$ cat config.mk
export PLATFORM = sky130hd
export DESIGN_NAME = huff_freq_count_flat
export DESIGN_NICKNAME = d
export VERILOG_FILES = /design/src/rtl/huff_freq_count_pkg.sv /design/src/rtl/huff_freq_count_if.sv /design/src/rtl/huff_sym_table.sv /design/src/rtl/huff_freq_count.sv /design/src/flat_wrapper.sv
export SDC_FILE = /design/constraint.sdc
export NUM_CORES = 1
export LEC_CHECK = 0
export CAP_MARGIN = 10
export CELL_PAD_IN_SITES_DETAIL_PLACEMENT = 2
export CELL_PAD_IN_SITES_GLOBAL_PLACEMENT = 2
export CORE_ASPECT_RATIO = 0.75
export CORE_MARGIN = 2
export CORE_UTILIZATION = 42
export DETAILED_ROUTE_END_ITERATION = 10
export DONT_BUFFER_PORTS = 1
export PLACE_DENSITY_LB_ADDON = 0.1
export SKIP_CTS_REPAIR_TIMING = 1
export SYNTH_ARGS = -nofsm -noshare
export SYNTH_HDL_FRONTEND = slang
export SYNTH_SLANG_ARGS = --single-unit
$ cat constraint.sdc
create_clock -name clk -period 5.3 [get_ports clk]
set_clock_uncertainty 0.15 [all_clocks]
set_input_delay 1.06 -clock clk [delete_from_list [all_inputs] [get_ports clk]]
set_output_delay 1.06 -clock clk [all_outputs]
set_load 0.01 [all_outputs]
$ cat src/rtl/huff_freq_count_pkg.sv
// Shared types and constants for the huffman symbol-frequency counter.
// Word layout is {valid, freq, char}, matching the encoder input.
package huff_pkg;

  localparam int CHAR_W   = 8;
  localparam int FREQ_W   = 3;
  localparam int NUM_SYMS = 3;
  localparam int IDX_W    = 2;
  localparam int WORD_W   = 1 + FREQ_W + CHAR_W;

  localparam int VALID_BIT = 11;
  localparam int FREQ_LSB  = 8;
  localparam int CHAR_LSB  = 0;

  localparam logic [FREQ_W-1:0] FREQ_MAX = '1;

  typedef enum logic [1:0] {
    COLLECT   = 2'd0,
    EMIT      = 2'd1,
    WAIT_DONE = 2'd2
  } state_t;

  function automatic logic [WORD_W-1:0] mk_word(
    input logic [FREQ_W-1:0] f,
    input logic [CHAR_W-1:0] c
  );
    logic [WORD_W-1:0] w;
    w = '0;
    w[VALID_BIT] = 1'b1;
    w[FREQ_LSB +: FREQ_W] = f;
    w[CHAR_LSB +: CHAR_W] = c;
    return w;
  endfunction

endpackage

$ cat src/rtl/huff_freq_count_if.sv
// Byte-stream input, encoder word output and status flags.
// master: upstream/encoder side; slave: the counter.
interface huff_freq_count_if;
  import huff_pkg::*;

  logic              in_valid;
  logic [CHAR_W-1:0] in_char;
  logic              in_last;
  logic              in_ready;
  logic [WORD_W-1:0] enc_word;
  logic              enc_done;
  logic              sat_err;
  logic              sym_err;

  modport master (
    output in_valid, in_char, in_last, enc_done,
    input  in_ready, enc_word, sat_err, sym_err
  );

  modport slave (
    input  in_valid, in_char, in_last, enc_done,
    output in_ready, enc_word, sat_err, sym_err
  );

endinterface

$ cat src/rtl/huff_sym_table.sv
// Symbol table: parallel match, lowest-free allocate, saturating count.
// Ports: clear/upd/sym update, sat/drop status, rd_idx read port.
module huff_sym_table
  import huff_pkg::*;
(
  input  logic              clk,
  input  logic              reset,
  input  logic              clear,
  input  logic              upd,
  input  logic [CHAR_W-1:0] sym,
  output logic              sat,
  output logic              drop,
  input  logic [IDX_W-1:0]  rd_idx,
  output logic [FREQ_W-1:0] rd_freq,
  output logic [CHAR_W-1:0] rd_char
);

  logic [NUM_SYMS-1:0] used_q, used_d;
  logic [FREQ_W-1:0]   freq_q [NUM_SYMS];
  logic [FREQ_W-1:0]   freq_d [NUM_SYMS];
  logic [CHAR_W-1:0]   char_q [NUM_SYMS];
  logic [CHAR_W-1:0]   char_d [NUM_SYMS];

  logic [NUM_SYMS-1:0] hit;
  logic                any_hit;
  logic                hit_max;
  logic [IDX_W-1:0]    free_idx;
  logic                any_free;

  always_comb begin
    used_d   = used_q;
    freq_d   = freq_q;
    char_d   = char_q;
    hit      = '0;
    any_hit  = 1'b0;
    hit_max  = 1'b0;
    free_idx = '0;
    any_free = 1'b0;
    sat      = 1'b0;
    drop     = 1'b0;

    for (int i = 0; i < NUM_SYMS; i++) begin
      if (used_q[i] && char_q[i] == sym) begin
        hit[i]  = 1'b1;
        any_hit = 1'b1;
        if (freq_q[i] == FREQ_MAX) hit_max = 1'b1;
      end
    end

    // Descending scan leaves the lowest free index.
    for (int i = NUM_SYMS - 1; i >= 0; i--) begin
      if (!used_q[i]) begin
        free_idx = IDX_W'(i);
        any_free = 1'b1;
      end
    end

    if (clear) begin
      for (int i = 0; i < NUM_SYMS; i++) begin
        used_d[i] = 1'b0;
        freq_d[i] = '0;
        char_d[i] = '0;
      end
    end else if (upd) begin
      if (any_hit) begin
        sat = hit_max;
        for (int i = 0; i < NUM_SYMS; i++) begin
          if (hit[i] && !hit_max) freq_d[i] = freq_q[i] + 1'b1;
        end
      end else if (any_free) begin
        for (int i = 0; i < NUM_SYMS; i++) begin
          if (IDX_W'(i) == free_idx) begin
            used_d[i] = 1'b1;
            freq_d[i] = FREQ_W'(1);
            char_d[i] = sym;
          end
        end
      end else begin
        drop = 1'b1;
      end
    end
  end

  // Read the post-update view so word 0 already counts the final byte.
  always_comb begin
    rd_freq = '0;
    rd_char = '0;
    for (int i = 0; i < NUM_SYMS; i++) begin
      if (IDX_W'(i) == rd_idx) begin
        rd_freq = freq_d[i];
        rd_char = char_d[i];
      end
    end
  end

  always_ff @(posedge clk) begin
    if (reset) begin
      used_q <= '0;
      for (int i = 0; i < NUM_SYMS; i++) begin
        freq_q[i] <= '0;
        char_q[i] <= '0;
      end
    end else begin
      used_q <= used_d;
      for (int i = 0; i < NUM_SYMS; i++) begin
        freq_q[i] <= freq_d[i];
        char_q[i] <= char_d[i];
      end
    end
  end

endmodule

$ cat src/rtl/huff_freq_count.sv
// Counts symbol frequencies of one message and emits the table.
// Ports: clk, reset, bus (slave: byte in, enc word out, flags).
module huff_freq_count
  import huff_pkg::*;
(
  input logic               clk,
  input logic               reset,
  huff_freq_count_if.slave  bus
);

  state_t            state_q, state_d;
  logic [IDX_W-1:0]  idx_q, idx_d;
  logic [WORD_W-1:0] word_q, word_d;
  logic              sat_q, sym_q;

  logic              accept;
  logic              done;
  logic              t_sat, t_drop;
  logic [IDX_W-1:0]  rd_idx;
  logic [FREQ_W-1:0] rd_freq;
  logic [CHAR_W-1:0] rd_char;

  assign accept = bus.in_valid && state_q == COLLECT;
  assign done   = bus.enc_done && state_q == WAIT_DONE;

  // Word register loads one entry ahead of the emit index.
  assign rd_idx = (state_q == EMIT) ? idx_q + 1'b1 : '0;

  huff_sym_table u_table (
    .clk     (clk),
    .reset   (reset),
    .clear   (done),
    .upd     (accept),
    .sym     (bus.in_char),
    .sat     (t_sat),
    .drop    (t_drop),
    .rd_idx  (rd_idx),
    .rd_freq (rd_freq),
    .rd_char (rd_char)
  );

  always_comb begin
    state_d = state_q;
    idx_d   = idx_q;
    word_d  = '0;
    case (state_q)
      COLLECT: begin
        if (accept && bus.in_last) begin
          state_d = EMIT;
          idx_d   = '0;
          word_d  = mk_word(rd_freq, rd_char);
        end
      end
      EMIT: begin
        if (idx_q == IDX_W'(NUM_SYMS - 1)) begin
          state_d = WAIT_DONE;
        end else begin
          idx_d  = idx_q + 1'b1;
          word_d = mk_word(rd_freq, rd_char);
        end
      end
      WAIT_DONE: begin
        if (done) state_d = COLLECT;
      end
      default: state_d = COLLECT;
    endcase
  end

  always_ff @(posedge clk) begin
    if (reset) begin
      state_q <= COLLECT;
      idx_q   <= '0;
      word_q  <= '0;
      sat_q   <= 1'b0;
      sym_q   <= 1'b0;
    end else begin
      state_q <= state_d;
      idx_q   <= idx_d;
      word_q  <= word_d;
      if (done) begin
        sat_q <= 1'b0;
        sym_q <= 1'b0;
      end else begin
        if (accept && t_sat)  sat_q <= 1'b1;
        if (accept && t_drop) sym_q <= 1'b1;
      end
    end
  end

  assign bus.in_ready = (state_q == COLLECT);
  assign bus.enc_word = word_q;
  assign bus.sat_err  = sat_q;
  assign bus.sym_err  = sym_q;

endmodule

$ cat src/flat_wrapper.sv
// flat-port wrapper written by rule: the top's interface ports become plain ports
module huff_freq_count_flat import huff_pkg::*;
  (clk, reset, bus_in_valid, bus_in_char, bus_in_last, bus_enc_done, bus_in_ready, bus_enc_word, bus_sat_err, bus_sym_err);
  huff_freq_count_if bus_i ();
  input logic clk;
  input logic reset;
  input wire logic [$bits(bus_i.in_valid)-1:0] bus_in_valid;
  input wire logic [$bits(bus_i.in_char)-1:0] bus_in_char;
  input wire logic [$bits(bus_i.in_last)-1:0] bus_in_last;
  input wire logic [$bits(bus_i.enc_done)-1:0] bus_enc_done;
  output wire logic [$bits(bus_i.in_ready)-1:0] bus_in_ready;
  output wire logic [$bits(bus_i.enc_word)-1:0] bus_enc_word;
  output wire logic [$bits(bus_i.sat_err)-1:0] bus_sat_err;
  output wire logic [$bits(bus_i.sym_err)-1:0] bus_sym_err;
  assign bus_i.in_valid = bus_in_valid;
  assign bus_i.in_char = bus_in_char;
  assign bus_i.in_last = bus_in_last;
  assign bus_i.enc_done = bus_enc_done;
  assign bus_in_ready = bus_i.in_ready;
  assign bus_enc_word = bus_i.enc_word;
  assign bus_sat_err = bus_i.sat_err;
  assign bus_sym_err = bus_i.sym_err;
  huff_freq_count u_core (.clk(clk), .reset(reset), .bus(bus_i));
endmodule
# After elaboration in Yosys (flattened, before gate mapping)
# Cells that the tools add are included.
[classes] n_addsub=4 eq_ne=17 muxes=58 n_bitwise=1 n_reduce_logical=22
[op_table] op="two-way mux 24 bit" n=4
[op_table] op="two-way mux 8 bit" n=6
[op_table] op="two-way mux 9 bit" n=4
[op_table] op="two-way mux 3 bit" n=9
[op_table] op="== test 8 bit" n=3
[op_table] op="two-way mux 12 bit" n=2
[op_table] op="one-hot mux 12 bit (2 select lines)" n=1
[op_table] op="two-way mux 1 bit" n=21
[op_table] op="two-way mux 2 bit" n=9
[op_table] op="AND reduction 4 bit" n=3
[op_table] op="logical AND 1 bit" n=11
[op_table] op="adder 3 x 1 -> 3 bit, second input constant" n=3
[op_table] op="== test 3 bit, second input constant" n=3
[op_table] op="logical NOT 2 bit" n=3
[op_table] op="one-hot mux 2 bit (3 select lines)" n=1
[op_table] op="AND reduction 3 bit" n=2
[op_table] op="== test 1 x 2 -> 1 bit, first input constant" n=2
[op_table] op="== test 2 bit, first input constant" n=2
[op_table] op="== test 2 bit, second input constant" n=2
[op_table] op="inequality test 2 x 1 -> 1 bit, second input constant" n=2
[op_table] op="inequality test 2 bit, second input constant" n=2
[op_table] op="one-hot mux 2 bit (2 select lines)" n=1
[op_table] op="adder 2 x 1 -> 2 bit, second input constant" n=1
[op_table] op="== test 2 x 1 -> 1 bit, second input constant" n=1
[op_table] op="other kinds (4)" n=4
[word_totals] register_bits=54 in_bits=13 output_inout_bits=15

# Logic depth before layout (Yosys ltp)
[logic_depth] ltp_word=18 depth_mapped=10 ltp_nobuf=9

# By module
# From an unflattened synthesis, not the netlist that was laid out.
[hier_totals] cells_unflattened=330 hier_area_um2=2992.9
[by_module_without_submodules] module="huff_sym_table" n_inst=1 cells_per_inst=268 area_each_um2=2341.0
[by_module_without_submodules] module="huff_freq_count" n_inst=1 cells_per_inst=62 area_each_um2=651.9

# Worst setup path after synthesis
# No wires, ideal clock.
[synth_path] path_type="input-to-reg" start="input port bus_in_char[7]" end="register u_core.word_q[1], in the netlist u_core.bus.enc_word[1]" setup_ns=0.103 arrival_ns=2.922 t_required_ns=5.047 slack_ns=2.125 cell_stages=9 path_cell_list="buf_4 -> xor2_1 -> nor4_2 -> and4_4 -> or3_4 -> or3_1 -> buf_6 -> mux2i_1 -> a2111oi_2"
[synth_between] elab_chain_cells=13 elab_cells_between_ends=18 classes_between="3 x eq/ne; 12 x mux; 3 x reduce/logical"
[synth_rtl] item="start, declared" line_no="flat_wrapper.sv:8" source="input wire logic [$bits(bus_i.in_char)-1:0] bus_in_char;"
[synth_rtl] item="== test 8 bit" line_no="huff_sym_table.sv:43" source="if (used_q[i] && char_q[i] == sym) begin"
[synth_rtl] item="logical AND 1 bit" line_no="huff_sym_table.sv:43"
[synth_rtl] item="two-way mux 1 bit (2 in a row)" line_no="huff_sym_table.sv:43"
[synth_rtl] item="two-way mux 1 bit *" line_no="huff_sym_table.sv:43"
[synth_rtl] item="two-way mux 24 bit *" line_no="huff_sym_table.sv:65" source="if (any_hit) begin"
[synth_rtl] item="two-way mux 24 bit *" line_no="huff_sym_table.sv:64" source="end else if (upd) begin"
[synth_rtl] item="two-way mux 24 bit *" line_no="huff_sym_table.sv:58" source="if (clear) begin"
[synth_rtl] item="two-way mux 8 bit (2 in a row)" line_no="huff_sym_table.sv:89" source="if (IDX_W'(i) == rd_idx) begin"
[synth_rtl] item="two-way mux 8 bit *" line_no="huff_sym_table.sv:89"
[synth_rtl] item="two-way mux 12 bit, on equally long branches" line_no="huff_freq_count.sv:55, huff_freq_count.sv:48"
[synth_rtl] item="one-hot mux 12 bit (2 select lines) *" line_no="huff_freq_count.sv:46" source="case (state_q)"
[synth_rtl] item="end signal, assigned" line_no="huff_freq_count.sv:79" source="word_q <= word_d;"
[synth_rtl] item="end, declared" line_no="huff_freq_count.sv:13" source="logic [WORD_W-1:0] word_q, word_d;"
# Every way passes the cells marked *; elsewhere a longest branch is shown, timed or not.
# A chain may end at the register's enable or synchronous reset.

# Final worst setup path
[layout_path] start="input port bus_in_char[2]" end="register u_core.word_q[1], in the netlist u_core.bus.enc_word[1]"
# Same word-level chain as after synthesis.

==> metrics.md <==
| Metric | Value |
|---|---|
| Grt ovf | `0` |
| Clock transition at path regs | `0.10 ns` |
| Proportion of total power due to net switching | `27.4%` |
| Largest net degree at the start of global routing | `33` |
| Final critical-path share of the clock period | `63.3%` |
| Wirelength, routed | `8.22 mm` |
| Synth-to-layout area growth | `2.24%` |
| Final critical delay including setup and external delays | `3.35 ns` |
| Critical register-to-register path startpoint | `u_core.u_table.char_q[1]$_SDFF_PP0_` |
| Leak pwr | `0.00107 uW` |
| Post-synthesis average cell area | `9.14 um2` |
| Area share of the largest cell type after synthesis | `38.0%` |
| Gate count of the mapped netlist | `311` |
| Dominant cell type by area after synthesis | `sky130_fd_sc_hd__dfxtp_1` |
| Global-route wire length before repair | `12.8 mm` |
| Count of flip-flops with a built-in enable after synthesis | `0` |
| Power density over the cells | `269 mW/mm2` |
| Hold Vio Cnt, Final | `0` |
| Relative contribution of the clock network to total power | `30.7%` |
| Post-route setup TNS | `0 ns` |
| Fmax | `298 MHz` |
| Die boundary height | `75.3 um` |
| Nets | `319` |
| End point of the worst hold path | `u_core.u_table.freq_q[0]$_SDFF_PP0_` |
| Most common cell after layout, fill and taps aside | `sky130_fd_sc_hd__dfxtp_1` |
| 1st-pass router iterations | `4` |
| Min-Delay Path Class | `reg -> reg` |
| Total CTS buffers | `5` |
| Setup crit end kind | `flip-flop` |
| Critical path buffers and inverters | `0` |
| Arr. time, crit path | `3.41 ns` |
| Synth Cell Area | `0.00284 mm2` |
| Net count after synthesis | `331` |
| DR vias/cell | `5.94` |
| Category of cells accounting for the largest share of critical-path delay | `simple AND/OR/NAND/NOR gates` |
| Layout cell share with drive strength beyond 1 | `6.33%` |
| Total of endpoints with negative setup slack in the final report | `0` |
| Std-Cell Core Area | `0.00641 mm2` |
| Gr usage total | `22.6%` |
| Worst-path fanout max | `14` |
| Sequential share of power | `56.0%` |
| Most frequent cells in the layout | `sky130_fd_sc_hd__dfxtp_1 (54), sky130_fd_sc_hd__nor2_1 (49), sky130_fd_sc_hd__mux2i_1 (30)` |
| Number of buffers on the longest clock path | `2` |
| Reg-to-reg slack, setup | `2.30 ns` |
| CTS root buffer | `sky130_fd_sc_hd__clkbuf_8` |
| CP cell instances | `xnor2_1, nand4_1, nor3_2, or3_4, or3_1, mux2i_1, a2111oi_2` |
| Worst-Skew Late Latency | `0.30 ns` |
| Detailed-route via count | `2262` |
| Top area cells in the synthesized netlist | `sky130_fd_sc_hd__dfxtp_1 (38%), sky130_fd_sc_hd__mux2i_1 (11%), sky130_fd_sc_hd__nor2_1 (6.5%)` |
| Sequential fraction of the synthesis area | `38.0%` |
| Max cap viols | `0` |
| Warning count from the yosys run | `0` |
| Power, Total | `782 uW` |
| Max stage delay cell, worst path | `sky130_fd_sc_hd__or3_1` |
| Global placement routability congestion | `0.824` |
| Highest cell delay on the worst timing path | `0.60 ns` |
| Starting DRC count in detailed routing | `97` |
| Via count of the first global-routing pass | `2348` |
| Diodes inserted | `0` |
| Initial core utilization | `44.4%` |
| Async S/R FF share, synth | `0%` |
| Port buffer count | `0` |
| Normalized max-slew margin | `13.8%` |
| Startpoint types | `primary input` |
| Initial antenna violation count | `0` |
| Worst r2r dst | `u_core.bus.enc_word[1]$_SDFF_PP0_` |
| Measured slew at the worst slew-check pin | `1.29 ns` |
| Combinational Power Share | `13.4%` |
| Fin. max-slew vios | `0` |
| I/O pin total | `28` |
| Psw | `215 uW` |
| Residual antenna-violating net count after detailed routing | `0` |
| Worst hold path startpoint | `u_core.u_table.freq_q[0]$_SDFF_PP0_` |
| Flip-flop and latch count after synthesis | `54` |
| Internal power | `568 uW` |
| Estimated wirelength of the detail-placed design | `5.99 mm` |
| Die width | `99.0 um` |
| Number of clock sinks | `54` |
| Maximum VDD drop | `0.000115 V` |
| Main synth FF type | `sky130_fd_sc_hd__dfxtp_1` |
| CTS tree | `done` |
| Detailed-route wire length per cell | `21.6 um` |
| Remaining design rule violation count | `0` |
| Hold_ws | `0.377 ns` |
| WP data required | `5.36 ns` |
| FF-to-FF path depth | `7` |
| Setup repair after global routing missed its margin | `no` |
| Site row count | `25` |
| DIE AREA | `0.00745 mm2` |
| Run status | `finished clean` |
| Worst Path Class, Setup | `in -> reg` |
| Worst Hold Path Cells | `1` |
| CTS H-Tree Depth | `2` |
| Number of library cell types mapped by synthesis | `55` |
==> cell usage after synthesis (all sizes together) (4+ instances only) <==
cell    instances
xnor2          17
ha              7
nand3           7
nor3           20
o22ai           8
o221ai          6
nor2           49
a21oi           9
clkbuf          7
dfxtp          54
buf            14
inv             6
or3             4
xor2            7
o21a            6
nand2b          4
mux2i          30
nand2          13
and2            4
nor4            4
==> worst register-to-register path: cells and delay by family (launching register included) <==
| family | cells | cell delay, ns |
|---|---|---|
| flops | 1 | 0.36 |
| xor+xnor | 1 | 0.34 |
| simple gates | 4 | 1.46 |
| mux | 1 | 0.23 |
| compound gates | 1 | 0.37 |
==> layer usage <==
metal  up-vias  part of all wire, %  global-route usage, %
li1       1075                    -                      -
met3         2                  2.7                   3.81
met5         -                    0                      0
met1      1153                   53                   33.5
met4         0                 0.29                   3.20
met2        32                   44                   35.7
==> logic make-up after synthesis <==
kind of cell	synth area share [%]
AND/OR/NAND/NOR	22.9
flip-flops	38.0
AO/OA/AOI/OAI	12.2
multiplexers	10.6
buffers and inverters	5.85
XOR/XNOR	7.39
adder cells (fa/ha/maj)	3.08
==> through the flow <==
| stage | cell area, um2 | std cells | setup WS [ns] | util [%] |
|---|---|---|---|---|
| final | 2910 | 381 | 1.95 | 45.3 |
| after global routing | 2910 | 381 | 1.78 | 45.3 |
| after CTS | 2910 | 381 | 1.97 | 45.3 |
| after detailed placement | 2820 | 373 | 1.68 | 43.9 |
| after global placement | 2820 | 373 | 1.76 | 43.9 |
| after floorplan | 2840 | 311 | 2.12 | - |
==> state kept, by name (all words and copies together), names as in the netlist <==
register	count
u_core.bus.enc_word	12
u_core.bus.sat_err	1
u_core.bus.sym_err	1
u_core.idx_q	2
u_core.state_q	2
u_core.u_table.char_q	24
u_core.u_table.freq_q	9
u_core.u_table.used_q	3
==> layout make-up <==
cell class                 instances  area (um2)
timing repair buffer               2        15.0
multi-input combinational        230        1600
fill                             729        3500
clock inverter                     1        5.00
sequential                        54        1080
tap                               81         101
inverter                           6        22.5
clock buffer                       7        86.3
==> power by group through the flow <==
stage	clock network (uW)	registers, uW	logic [uW]
floorplan	0	441	93.3
global placement	0	446	101
detailed placement	0	447	104
CTS	250	438	105
global route	267	440	115
finish	240	438	104
==> worst max-delay path by stage <==
| stage | from | to | slack (ns) | cells after the start |
|---|---|---|---|---|
| 6_report | bus_in_char[2] | u_core.bus.enc_word[1]$_SDFF_PP0_ | 1.95 | 7 |
| 5_1_grt | bus_in_char[1] | u_core.bus.enc_word[1]$_SDFF_PP0_ | 1.78 | 7 |
| 4_1_cts | bus_in_char[1] | u_core.bus.enc_word[1]$_SDFF_PP0_ | 1.97 | 7 |
| 3_3_place_gp | bus_in_char[1] | u_core.bus.enc_word[7]$_SDFF_PP0_ | 1.76 | 7 |
| 3_5_place_dp | bus_in_char[1] | u_core.bus.enc_word[1]$_SDFF_PP0_ | 1.68 | 7 |
| 2_1_floorplan | bus_in_char[7] | u_core.bus.enc_word[1]$_SDFF_PP0_ | 2.12 | 9 |
No activity file was read; power rests on OpenSTA's default activity.
